`config.mk`:
```
export PLATFORM = sky130hd
export DESIGN_NAME = wb_arbiter_flat
export DESIGN_NICKNAME = d
export VERILOG_FILES = /design/src/rtl/wb_arbiter_if.sv /design/src/rtl/wb_arbiter.sv /design/src/flat_wrapper.sv
export SDC_FILE = /design/constraint.sdc
export NUM_CORES = 1
export LEC_CHECK = 0
export BUFFER_PORTS_ARGS = -buffer_cell sky130_fd_sc_hd__buf_2
export CAP_MARGIN = 20
export CORE_ASPECT_RATIO = 1.25
export CORE_MARGIN = 2
export CORE_UTILIZATION = 45
export CTS_BUF_LIST = sky130_fd_sc_hd__clkbuf_4 sky130_fd_sc_hd__clkbuf_8 sky130_fd_sc_hd__clkbuf_16
export CTS_CLUSTER_SIZE = 12
export DETAILED_ROUTE_END_ITERATION = 8
export PLACE_DENSITY_LB_ADDON = 0.05
export SLEW_MARGIN = 0
export SYNTH_ARGS = -nofsm -noshare
export SYNTH_HDL_FRONTEND = slang
export SYNTH_SLANG_ARGS = --single-unit
```
`constraint.sdc`:
```
create_clock -name i_clk -period 2.4 [get_ports i_clk]
set_clock_uncertainty 0.2 [all_clocks]
set_input_delay 0.24 -clock i_clk [delete_from_list [all_inputs] [get_ports i_clk]]
set_output_delay 0.24 -clock i_clk [all_outputs]
set_load 0.02 [all_outputs]
```
`src/rtl/wb_arbiter_if.sv`:
```
// Writeback arbiter bundle: F/A/M producer packets, the arbitrated writeback
// packet and the decode-side hold/statistics outputs.
interface wb_arbiter_if #(
    parameter int DATA_W = 16,
    parameter int TAG_W  = 3
);
    logic              flush;

    logic              f_valid;
    logic [TAG_W-1:0]  f_dest;
    logic              f_we;
    logic [TAG_W-1:0]  f_ticket;
    logic [DATA_W-1:0] f_pc;
    logic [DATA_W-1:0] f_result;

    logic              a_valid;
    logic              a_ready;
    logic [TAG_W-1:0]  a_dest;
    logic              a_we;
    logic [TAG_W-1:0]  a_ticket;
    logic [DATA_W-1:0] a_pc;
    logic [DATA_W-1:0] a_result;

    logic              m_valid;
    logic              m_ready;
    logic [TAG_W-1:0]  m_dest;
    logic              m_we;
    logic [TAG_W-1:0]  m_ticket;
    logic [DATA_W-1:0] m_pc;
    logic [DATA_W-1:0] m_result;

    logic              wb_valid;
    logic [TAG_W-1:0]  wb_dest;
    logic              wb_we;
    logic [TAG_W-1:0]  wb_ticket;
    logic [DATA_W-1:0] wb_pc;
    logic [DATA_W-1:0] wb_result;
    logic [1:0]        wb_src;

    logic              f_issue_hold;
    logic [15:0]       f_conflict_cnt;

    modport master (
        output flush,
        output f_valid, f_dest, f_we, f_ticket, f_pc, f_result,
        output a_valid, a_dest, a_we, a_ticket, a_pc, a_result,
        output m_valid, m_dest, m_we, m_ticket, m_pc, m_result,
        input  a_ready, m_ready,
        input  wb_valid, wb_dest, wb_we, wb_ticket, wb_pc, wb_result, wb_src,
        input  f_issue_hold, f_conflict_cnt
    );

    modport slave (
        input  flush,
        input  f_valid, f_dest, f_we, f_ticket, f_pc, f_result,
        input  a_valid, a_dest, a_we, a_ticket, a_pc, a_result,
        input  m_valid, m_dest, m_we, m_ticket, m_pc, m_result,
        output a_ready, m_ready,
        output wb_valid, wb_dest, wb_we, wb_ticket, wb_pc, wb_result, wb_src,
        output f_issue_hold, f_conflict_cnt
    );
endinterface

```
`src/rtl/wb_arbiter.sv`:
```
// Writeback port arbiter: F has absolute priority, A/M share round-robin,
// starvation of A/M raises f_issue_hold. Registered output, 1-cycle latency.
//
// rr state | meaning
// RR_A     | A wins an A/M tie
// RR_M     | M wins an A/M tie
module wb_arbiter #(
    parameter int DATA_W     = 16,
    parameter int TAG_W      = 3,
    parameter int STARVE_MAX = 4
) (
    input  logic          i_clk,
    input  logic          i_reset,
    wb_arbiter_if.slave   bus
);
    typedef enum logic {RR_A = 1'b0, RR_M = 1'b1} rr_t;

    localparam logic [3:0] LP_STARVE_MAX = 4'(STARVE_MAX);

    rr_t               r_rr;
    rr_t               w_rr_next;
    logic              w_live;
    logic              w_grant_f;
    logic              w_grant_a;
    logic              w_grant_m;
    logic              w_conflict;
    logic [3:0]        r_starve_a;
    logic [3:0]        r_starve_m;
    logic [3:0]        w_starve_a_next;
    logic [3:0]        w_starve_m_next;

    logic              r_wb_valid;
    logic [TAG_W-1:0]  r_wb_dest;
    logic              r_wb_we;
    logic [TAG_W-1:0]  r_wb_ticket;
    logic [DATA_W-1:0] r_wb_pc;
    logic [DATA_W-1:0] r_wb_result;
    logic [1:0]        r_wb_src;
    logic              r_hold;
    logic [15:0]       r_conflict_cnt;

    // No grant during reset so a producer never sees a phantom transfer.
    always_comb begin
        w_live    = !i_reset && !bus.flush;
        w_grant_f = w_live && bus.f_valid;
        w_grant_a = w_live && !bus.f_valid && bus.a_valid &&
                    (!bus.m_valid || (r_rr == RR_A));
        w_grant_m = w_live && !bus.f_valid && bus.m_valid &&
                    (!bus.a_valid || (r_rr == RR_M));
        w_conflict = bus.f_valid && !bus.flush && (bus.a_valid || bus.m_valid);
    end

    always_comb begin
        w_rr_next = r_rr;
        if (bus.flush) begin
            w_rr_next = RR_A;
        end else if (w_grant_a) begin
            w_rr_next = RR_M;
        end else if (w_grant_m) begin
            w_rr_next = RR_A;
        end
    end

    always_comb begin
        w_starve_a_next = 4'd0;
        w_starve_m_next = 4'd0;
        if (!bus.flush && bus.a_valid && !w_grant_a) begin
            w_starve_a_next = (r_starve_a >= LP_STARVE_MAX) ? LP_STARVE_MAX : r_starve_a + 4'd1;
        end
        if (!bus.flush && bus.m_valid && !w_grant_m) begin
            w_starve_m_next = (r_starve_m >= LP_STARVE_MAX) ? LP_STARVE_MAX : r_starve_m + 4'd1;
        end
    end

    always_ff @(posedge i_clk or posedge i_reset) begin
        if (i_reset) begin
            r_rr       <= RR_A;
            r_starve_a <= 4'd0;
            r_starve_m <= 4'd0;
        end else begin
            r_rr       <= w_rr_next;
            r_starve_a <= w_starve_a_next;
            r_starve_m <= w_starve_m_next;
        end
    end

    always_ff @(posedge i_clk or posedge i_reset) begin
        if (i_reset) begin
            r_wb_valid     <= 1'b0;
            r_wb_dest      <= '0;
            r_wb_we        <= 1'b0;
            r_wb_ticket    <= '0;
            r_wb_pc        <= '0;
            r_wb_result    <= '0;
            r_wb_src       <= 2'b00;
            r_hold         <= 1'b0;
            r_conflict_cnt <= 16'd0;
        end else begin
            r_hold <= !bus.flush && ((w_starve_a_next == LP_STARVE_MAX) ||
                                     (w_starve_m_next == LP_STARVE_MAX));
            if (w_conflict && (r_conflict_cnt != 16'hFFFF)) begin
                r_conflict_cnt <= r_conflict_cnt + 16'd1;
            end
            // Data fields only load on a grant; they hold while wb_valid=0.
            if (w_grant_f) begin
                r_wb_valid  <= 1'b1;
                r_wb_src    <= 2'b01;
                r_wb_dest   <= bus.f_dest;
                r_wb_we     <= bus.f_we;
                r_wb_ticket <= bus.f_ticket;
                r_wb_pc     <= bus.f_pc;
                r_wb_result <= bus.f_result;
            end else if (w_grant_a) begin
                r_wb_valid  <= 1'b1;
                r_wb_src    <= 2'b10;
                r_wb_dest   <= bus.a_dest;
                r_wb_we     <= bus.a_we;
                r_wb_ticket <= bus.a_ticket;
                r_wb_pc     <= bus.a_pc;
                r_wb_result <= bus.a_result;
            end else if (w_grant_m) begin
                r_wb_valid  <= 1'b1;
                r_wb_src    <= 2'b11;
                r_wb_dest   <= bus.m_dest;
                r_wb_we     <= bus.m_we;
                r_wb_ticket <= bus.m_ticket;
                r_wb_pc     <= bus.m_pc;
                r_wb_result <= bus.m_result;
            end else begin
                r_wb_valid  <= 1'b0;
                r_wb_src    <= 2'b00;
            end
        end
    end

    assign bus.a_ready        = w_grant_a;
    assign bus.m_ready        = w_grant_m;
    assign bus.wb_valid       = r_wb_valid;
    assign bus.wb_dest        = r_wb_dest;
    assign bus.wb_we          = r_wb_we;
    assign bus.wb_ticket      = r_wb_ticket;
    assign bus.wb_pc          = r_wb_pc;
    assign bus.wb_result      = r_wb_result;
    assign bus.wb_src         = r_wb_src;
    assign bus.f_issue_hold   = r_hold;
    assign bus.f_conflict_cnt = r_conflict_cnt;
endmodule

```
`src/flat_wrapper.sv`:
```
// flat-port wrapper written by rule: the top's interface ports become plain ports
module wb_arbiter_flat 
#(
    parameter int DATA_W     = 16,
    parameter int TAG_W      = 3,
    parameter int STARVE_MAX = 4
)
  (i_clk, i_reset, bus_flush, bus_f_valid, bus_f_dest, bus_f_we, bus_f_ticket, bus_f_pc, bus_f_result, bus_a_valid, bus_a_dest, bus_a_we, bus_a_ticket, bus_a_pc, bus_a_result, bus_m_valid, bus_m_dest, bus_m_we, bus_m_ticket, bus_m_pc, bus_m_result, bus_a_ready, bus_m_ready, bus_wb_valid, bus_wb_dest, bus_wb_we, bus_wb_ticket, bus_wb_pc, bus_wb_result, bus_wb_src, bus_f_issue_hold, bus_f_conflict_cnt);
  wb_arbiter_if #(.DATA_W(DATA_W), .TAG_W(TAG_W)) bus_i ();
  input  logic i_clk;
  input  logic i_reset;
  input wire logic [$bits(bus_i.flush)-1:0] bus_flush;
  input wire logic [$bits(bus_i.f_valid)-1:0] bus_f_valid;
  input wire logic [$bits(bus_i.f_dest)-1:0] bus_f_dest;
  input wire logic [$bits(bus_i.f_we)-1:0] bus_f_we;
  input wire logic [$bits(bus_i.f_ticket)-1:0] bus_f_ticket;
  input wire logic [$bits(bus_i.f_pc)-1:0] bus_f_pc;
  input wire logic [$bits(bus_i.f_result)-1:0] bus_f_result;
  input wire logic [$bits(bus_i.a_valid)-1:0] bus_a_valid;
  input wire logic [$bits(bus_i.a_dest)-1:0] bus_a_dest;
  input wire logic [$bits(bus_i.a_we)-1:0] bus_a_we;
  input wire logic [$bits(bus_i.a_ticket)-1:0] bus_a_ticket;
  input wire logic [$bits(bus_i.a_pc)-1:0] bus_a_pc;
  input wire logic [$bits(bus_i.a_result)-1:0] bus_a_result;
  input wire logic [$bits(bus_i.m_valid)-1:0] bus_m_valid;
  input wire logic [$bits(bus_i.m_dest)-1:0] bus_m_dest;
  input wire logic [$bits(bus_i.m_we)-1:0] bus_m_we;
  input wire logic [$bits(bus_i.m_ticket)-1:0] bus_m_ticket;
  input wire logic [$bits(bus_i.m_pc)-1:0] bus_m_pc;
  input wire logic [$bits(bus_i.m_result)-1:0] bus_m_result;
  output wire logic [$bits(bus_i.a_ready)-1:0] bus_a_ready;
  output wire logic [$bits(bus_i.m_ready)-1:0] bus_m_ready;
  output wire logic [$bits(bus_i.wb_valid)-1:0] bus_wb_valid;
  output wire logic [$bits(bus_i.wb_dest)-1:0] bus_wb_dest;
  output wire logic [$bits(bus_i.wb_we)-1:0] bus_wb_we;
  output wire logic [$bits(bus_i.wb_ticket)-1:0] bus_wb_ticket;
  output wire logic [$bits(bus_i.wb_pc)-1:0] bus_wb_pc;
  output wire logic [$bits(bus_i.wb_result)-1:0] bus_wb_result;
  output wire logic [$bits(bus_i.wb_src)-1:0] bus_wb_src;
  output wire logic [$bits(bus_i.f_issue_hold)-1:0] bus_f_issue_hold;
  output wire logic [$bits(bus_i.f_conflict_cnt)-1:0] bus_f_conflict_cnt;
  assign bus_i.flush = bus_flush;
  assign bus_i.f_valid = bus_f_valid;
  assign bus_i.f_dest = bus_f_dest;
  assign bus_i.f_we = bus_f_we;
  assign bus_i.f_ticket = bus_f_ticket;
  assign bus_i.f_pc = bus_f_pc;
  assign bus_i.f_result = bus_f_result;
  assign bus_i.a_valid = bus_a_valid;
  assign bus_i.a_dest = bus_a_dest;
  assign bus_i.a_we = bus_a_we;
  assign bus_i.a_ticket = bus_a_ticket;
  assign bus_i.a_pc = bus_a_pc;
  assign bus_i.a_result = bus_a_result;
  assign bus_i.m_valid = bus_m_valid;
  assign bus_i.m_dest = bus_m_dest;
  assign bus_i.m_we = bus_m_we;
  assign bus_i.m_ticket = bus_m_ticket;
  assign bus_i.m_pc = bus_m_pc;
  assign bus_i.m_result = bus_m_result;
  assign bus_a_ready = bus_i.a_ready;
  assign bus_m_ready = bus_i.m_ready;
  assign bus_wb_valid = bus_i.wb_valid;
  assign bus_wb_dest = bus_i.wb_dest;
  assign bus_wb_we = bus_i.wb_we;
  assign bus_wb_ticket = bus_i.wb_ticket;
  assign bus_wb_pc = bus_i.wb_pc;
  assign bus_wb_result = bus_i.wb_result;
  assign bus_wb_src = bus_i.wb_src;
  assign bus_f_issue_hold = bus_i.f_issue_hold;
  assign bus_f_conflict_cnt = bus_i.f_conflict_cnt;
  wb_arbiter #(.DATA_W(DATA_W), .TAG_W(TAG_W), .STARVE_MAX(STARVE_MAX)) u_core (.i_clk(i_clk), .i_reset(i_reset), .bus(bus_i));
endmodule
```
Word level (Yosys, flattened, before mapping)
Cells that the tools add are included.
Widths: inputs -> output; s select.
{"block": "totals", "regBits": 68, "input_bits": 123, "out_inout_bits": 61, "wordCells": 77}
{"block": "classes", "add_sub_neg": 3, "order_cmp": 2, "n_eq_ne": 3, "n_mux": 28, "bitwise_logic": 1, "reduce_logical": 28}
{"cell": "$mux 16", "n": 6}
{"cell": "$mux 3", "n": 6}
{"cell": "$add 16x1->16 const B", "n": 1}
{"cell": "$mux 4", "n": 4}
{"cell": "$ne 16x16->1 const B", "n": 1}
{"cell": "$logic_and 1x1->1", "n": 15}
{"cell": "$mux 1", "n": 9}
{"cell": "$add 4x1->4 const B", "n": 2}
{"cell": "$eq 4x3->1 const B", "n": 2}
{"cell": "$ge 4x3->1 const B", "n": 2}
{"cell": "$logic_not 1->1", "n": 7}
{"cell": "$mux 2", "n": 3}
{"cell": "$reduce_bool 3->1", "n": 2}
{"cell": "$logic_or 1x1->1", "n": 4}
{"cell": "$not 1->1", "n": 1}

Logic depth before layout (Yosys ltp)
{"block": "logic_depth", "depth_word": 11, "ltp_mapped": 6, "depth_no_buf": 5}

Worst setup path after synthesis
Ideal clock, no wire load.
{"block": "synth_path", "kind": "flip-flop to flip-flop", "from": "register u_core.r_conflict_cnt[0], in the netlist u_core.bus.f_conflict_cnt[0]", "to": "register u_core.r_conflict_cnt[1], in the netlist u_core.bus.f_conflict_cnt[1]", "setup_ns": 0.125, "arrival_time_ns": 1.676, "required_ns": 2.075, "setup_slack_ns": 0.399, "stages_incl_launch_ff": 6, "n_path_buf": 0, "period_less_slack_ns": 2.001, "path_cell_list": "dfrtp_1 -> ha_1 -> nand4_1 -> or4_4 -> and2_4 -> mux2_4"}
{"block": "synth_via", "elab_chain_cells": 2, "word_cells_on_any_way": 3, "cone_classes": "add/sub (1); eq/ne (1); reduce/logical (1)"}
{"element": "from (decl)", "line_no": "wb_arbiter.sv:40", "rtl": "logic [15:0] r_conflict_cnt;"}
{"element": "from (signal assigned)", "line_no": "wb_arbiter.sv:102", "rtl": "r_conflict_cnt <= r_conflict_cnt + 16'd1;"}
{"element": "parallel branches: the longest is 2 deep, another holds $add 16x1->16"}
Several ways; the timed one is not identified.
A chain may end at the register's enable or synchronous reset.

Worst setup path after layout
{"block": "layout_path", "from": "input port i_reset", "to": "register u_core.r_wb_ticket[0], in the netlist u_core.bus.wb_ticket[0]"}
{"block": "layout_via", "elab_chain_cells": 7, "word_cells_on_any_way": 11, "cone_classes": "mux (2); reduce/logical (9)"}
{"element": "from (decl)", "line_no": "flat_wrapper.sv:11", "rtl": "input logic i_reset;"}
{"element": "$logic_not 1->1 (no line) (*)"}
{"element": "$logic_and 1x1->1 (*)", "line_no": "wb_arbiter.sv:44", "rtl": "w_live = !i_reset && !bus.flush;"}
{"element": "$logic_and 1x1->1", "line_no": "wb_arbiter.sv:46, wb_arbiter.sv:48"}
{"element": "$logic_and 1x1->1 (2 in a row)", "line_no": "wb_arbiter.sv:46", "rtl": "w_grant_a = w_live && !bus.f_valid && bus.a_valid &&"}
{"element": "$mux 3", "line_no": "wb_arbiter.sv:113", "rtl": "end else if (w_grant_a) begin"}
{"element": "$mux 3", "line_no": "wb_arbiter.sv:105", "rtl": "if (w_grant_f) begin"}
{"element": "to (signal assigned)", "line_no": "wb_arbiter.sv:110", "rtl": "r_wb_ticket <= bus.f_ticket;"}
{"element": "to (signal assigned)", "line_no": "wb_arbiter.sv:118", "rtl": "r_wb_ticket <= bus.a_ticket;"}
{"element": "to (signal assigned)", "line_no": "wb_arbiter.sv:126", "rtl": "r_wb_ticket <= bus.m_ticket;"}
{"element": "to (decl)", "line_no": "wb_arbiter.sv:35", "rtl": "logic [TAG_W-1:0] r_wb_ticket;"}
Every way passes the cells marked *; elsewhere a longest branch is shown, timed or not.

==> reports/qor.csv <==
stage;metric;value;unit
layout;syn_to_final_growth;48.1;%
critical_path;worstPathBufferInverterCount;4;
floorplan;die_area;8560;µm²
run;maxCapViolations;0;
sta;max_freq;439;MHz
critical_path;crit_chain;dlygate4sd3_1 -> buf_2 -> nor3_4 -> nand2_2 -> buf_12 -> mux2i_1 -> o21ai_0 -> dlygate4sd3_1;
critical_path;r2r_cells;5;
placement;gp_routability_congestion;0.900;
global_routing;met1_usage;0.285;
sta;finalSetupViolations;0;
worst_hold_path;timing.hold.worst.start;bus_m_dest[1];
synth;synth_enable_flop_cells;0;
placement;place_hpwl;7400;µm
floorplan;rows;36;
cts;h-tree-depth;3;
drt;wl_per_cell;15.6;µm
cts;cts_buffers;9;
layout;antenna_cells;0;
critical_path;critPathArrivalTime;2300;ps
critical_path;crit_family;buffers and inverters;
critical_path;cp.required;2430;ps
critical_path;critical_path_class;in -> reg;
global_routing;grt_pass1_wl;16600;µm
synth;synth-async-reset-ratio;1.00;
floorplan;coreArea;7700;µm²
cts;cts_tree;done;
worst_hold_path;hold_path_end;u_core.bus.wb_dest[1];
power_and_ir_drop;ir_worst_vdd;0.448;mV
drt;viasPerCell;5.38;
floorplan;dieHeight;103;µm
synth;synth_seq_cells;68;
critical_path;crit_path_max_fanout;12;
synth;synth_ff_type;dfrtp_1;
critical_path;cp_slowest_cell;dlygate4sd3_1;
worst_hold_path;worstHoldPathType;in -> reg;
global_routing;grt_util_met3;0.0697;
worst_hold_path;hold_depth;3;
drt;num_vias;3740;
layout;fin_cells;695;
synth;synth.avg_cell_area;9.37;µm²
synth;yosysSeqAreaShare;0.483;
floorplan;start_util;0.457;
critical_path;crit_path_frequent_cell;dlygate4sd3_1;
synth;yosysWarnings;0;
cts;clock_latency;340;ps
placement;portBuffers;183;
cts;cts-root-buf;clkbuf_8;
global_routing;grt_pass1_vias;3508;
sta;period_share;0.949;
power_and_ir_drop;powerDensity;595;nW/µm²
drt;wl;10800;µm
global_routing;grt_overflow;0;
global_routing;antenna_found_initial;0;
placement;dp_cells;638;
drt;drtPass1Iterations;4;
critical_path;timing.rr.end;u_core.bus.f_conflict_cnt[1];
cts;clkTransAtPathRegs;60;ps
layout;nNetsFinal;725;
floorplan;die_w;83.1;µm
global_routing;use_met2;0.432;
synth;ys_types;34;
cts;cts_buffer_depth;2;
cts;clock-sinks;68;
sta;min_period;2280;ps
drt;post-route-drc-count;0;
sta;maxSlewViolCount;0;
layout;regArea;1700;µm²
critical_path;cpPeakStageDelay;570;ps
power_and_ir_drop;leakage;2.78;nW
critical_path;crit_path_start_kind;input pin;
layout;mostFrequentLayoutCell;buf_2;
status;status;complete, no violations;
sta;slew_headroom;0.664;
critical_path;reg2reg_from;u_core.bus.f_conflict_cnt[0];
power_and_ir_drop;finalPower;3.10;mW
sta;worstMarginPinSlew;500;ps
sta;final_hold_viol_count;0;
layout;multi_input_comb_area;1730;µm²
global_routing;grt_max_degree;75;
drt;drtIter0Drc;138;
layout;drive_above_1_share;0.362;
synth;synthCells;376;
floorplan;ioPinCount;184;
synth;syn_area;3520;µm²
critical_path;endpoint_kind;register;
global_routing;busiest_layer;met2;
layout;layout_common_cells;183 x buf_2, 68 x dfrtp_1, 43 x nand2_1, 43 x dlygate4sd3_1, 42 x nor2_1;
layout;num-fill-cells;660;
critical_path;r2r_slack;340;ps
global_routing;gr-usage-all-layers;0.244;
drt;detail-route-antenna-nets;0;
-- routing by layer --
layer | vias to the layer above | wire [µm]
met2 | 156 | 5740
li1 | 1806 | -
met1 | 1758 | 4190
met5 | - | 0
met3 | 20 | 672
met4 | 0 | 204
-- area by class of cell --
class / instances / area share
Multi-Input combinational cell: 278 / 0.331
Tap cell: 95 / 0.0228
Timing Repair Buffer: 238 / 0.288
Clock buffer: 12 / 0.0293
Inverter: 4 / 0.00288
Sequential cell: 68 / 0.326
-- where the power goes --
part           total [mW]  internal (mW)  switching [mW]
logic               0.906          0.389           0.517
clock network       0.775          0.403           0.372
registers            1.42           1.31           0.115
total                3.10           2.10            1.00
-- metrics by stage --
stage / setup TNS (ps) / utilization / hold WS, ps / worst slack, ps / instance area (µm²)
floorplan: 0 / - / 194 / 248 / 3530
global placement: 0 / 0.596 / 131 / 381 / 4590
detailed placement: 0 / 0.596 / 134 / 364 / 4590
CTS: 0 / 0.670 / 0.907 / 38.5 / 5160
global route: -12.5 / 0.677 / 69.8 / -12.5 / 5220
finish: 0 / 0.677 / 24.2 / 122 / 5220
-- synthesized netlist by cell type (2+ instances only) --
master | number | area [µm²]
nand4_1 | 7 | 43.8
dfrtp_1 | 68 | 1700
o31a_1 | 2 | 17.5
nor2_1 | 43 | 161
nor3_1 | 2 | 10.0
clkbuf_1 | 20 | 75.1
and2_1 | 2 | 12.5
xnor2_1 | 14 | 123
o31ai_1 | 35 | 263
a21oi_1 | 2 | 10.0
nand2b_1 | 5 | 31.3
mux2i_1 | 5 | 50.1
nand3b_1 | 2 | 15.0
ha_1 | 3 | 37.5
and3_1 | 40 | 250
inv_1 | 4 | 15.0
nand3_1 | 10 | 50.1
nand2_1 | 44 | 165
buf_2 | 7 | 35.0
a22oi_1 | 5 | 37.5
a211oi_1 | 35 | 263
o21ai_0 | 8 | 40.0
nand4b_1 | 2 | 17.5
-- what timing repair did --
action                                 CTS  global route
hold buffers                            42             2
endpoints found under the hold margin   58             1
gates resized for setup                  0             5
setup endpoints to repair                0             2
setup buffers                            0             1
-- worst max path at each step --
stage,startpoint,endpoint,cells past startpoint
CTS,i_reset,u_core.bus.wb_dest[1],8
floorplan,i_reset,u_core.bus.f_conflict_cnt[0],1
finish,i_reset,u_core.bus.wb_ticket[0],8
global placement,u_core.bus.f_conflict_cnt[0],u_core.bus.f_conflict_cnt[1],5
global route,i_reset,u_core.bus.wb_ticket[0],8
detailed placement,u_core.bus.f_conflict_cnt[0],u_core.bus.f_conflict_cnt[1],5
-- cells by family after synthesis --
group,count (synthesis),share of synthesized area
simple gates,163,0.229
compound gates,89,0.185
flops,68,0.483
buf+inv,31,0.0355
xor+xnor,15,0.0373
mux,6,0.0185
fa+ha+maj,3,0.0107
other cells,1,0.00106
-- flip-flops by register name, summed over array words and instances, names as in the netlist --
signal                     cells
u_core.bus.wb_ticket           3
u_core.r_starve_a              4
u_core.bus.wb_result          16
u_core.bus.wb_valid            1
u_core.bus.wb_src              2
u_core.bus.f_conflict_cnt     16
u_core.bus.wb_pc              16
u_core.r_starve_m              4
u_core.bus.f_issue_hold        1
u_core.bus.wb_dest             3
u_core.bus.wb_we               1
u_core.r_rr                    1
-- tightest hold or removal path, stage by stage --
cell     delay [ps]
buf_2            80
mux2i_1          70
o21ai_0         140
Power figures use the tool's default switching activity.
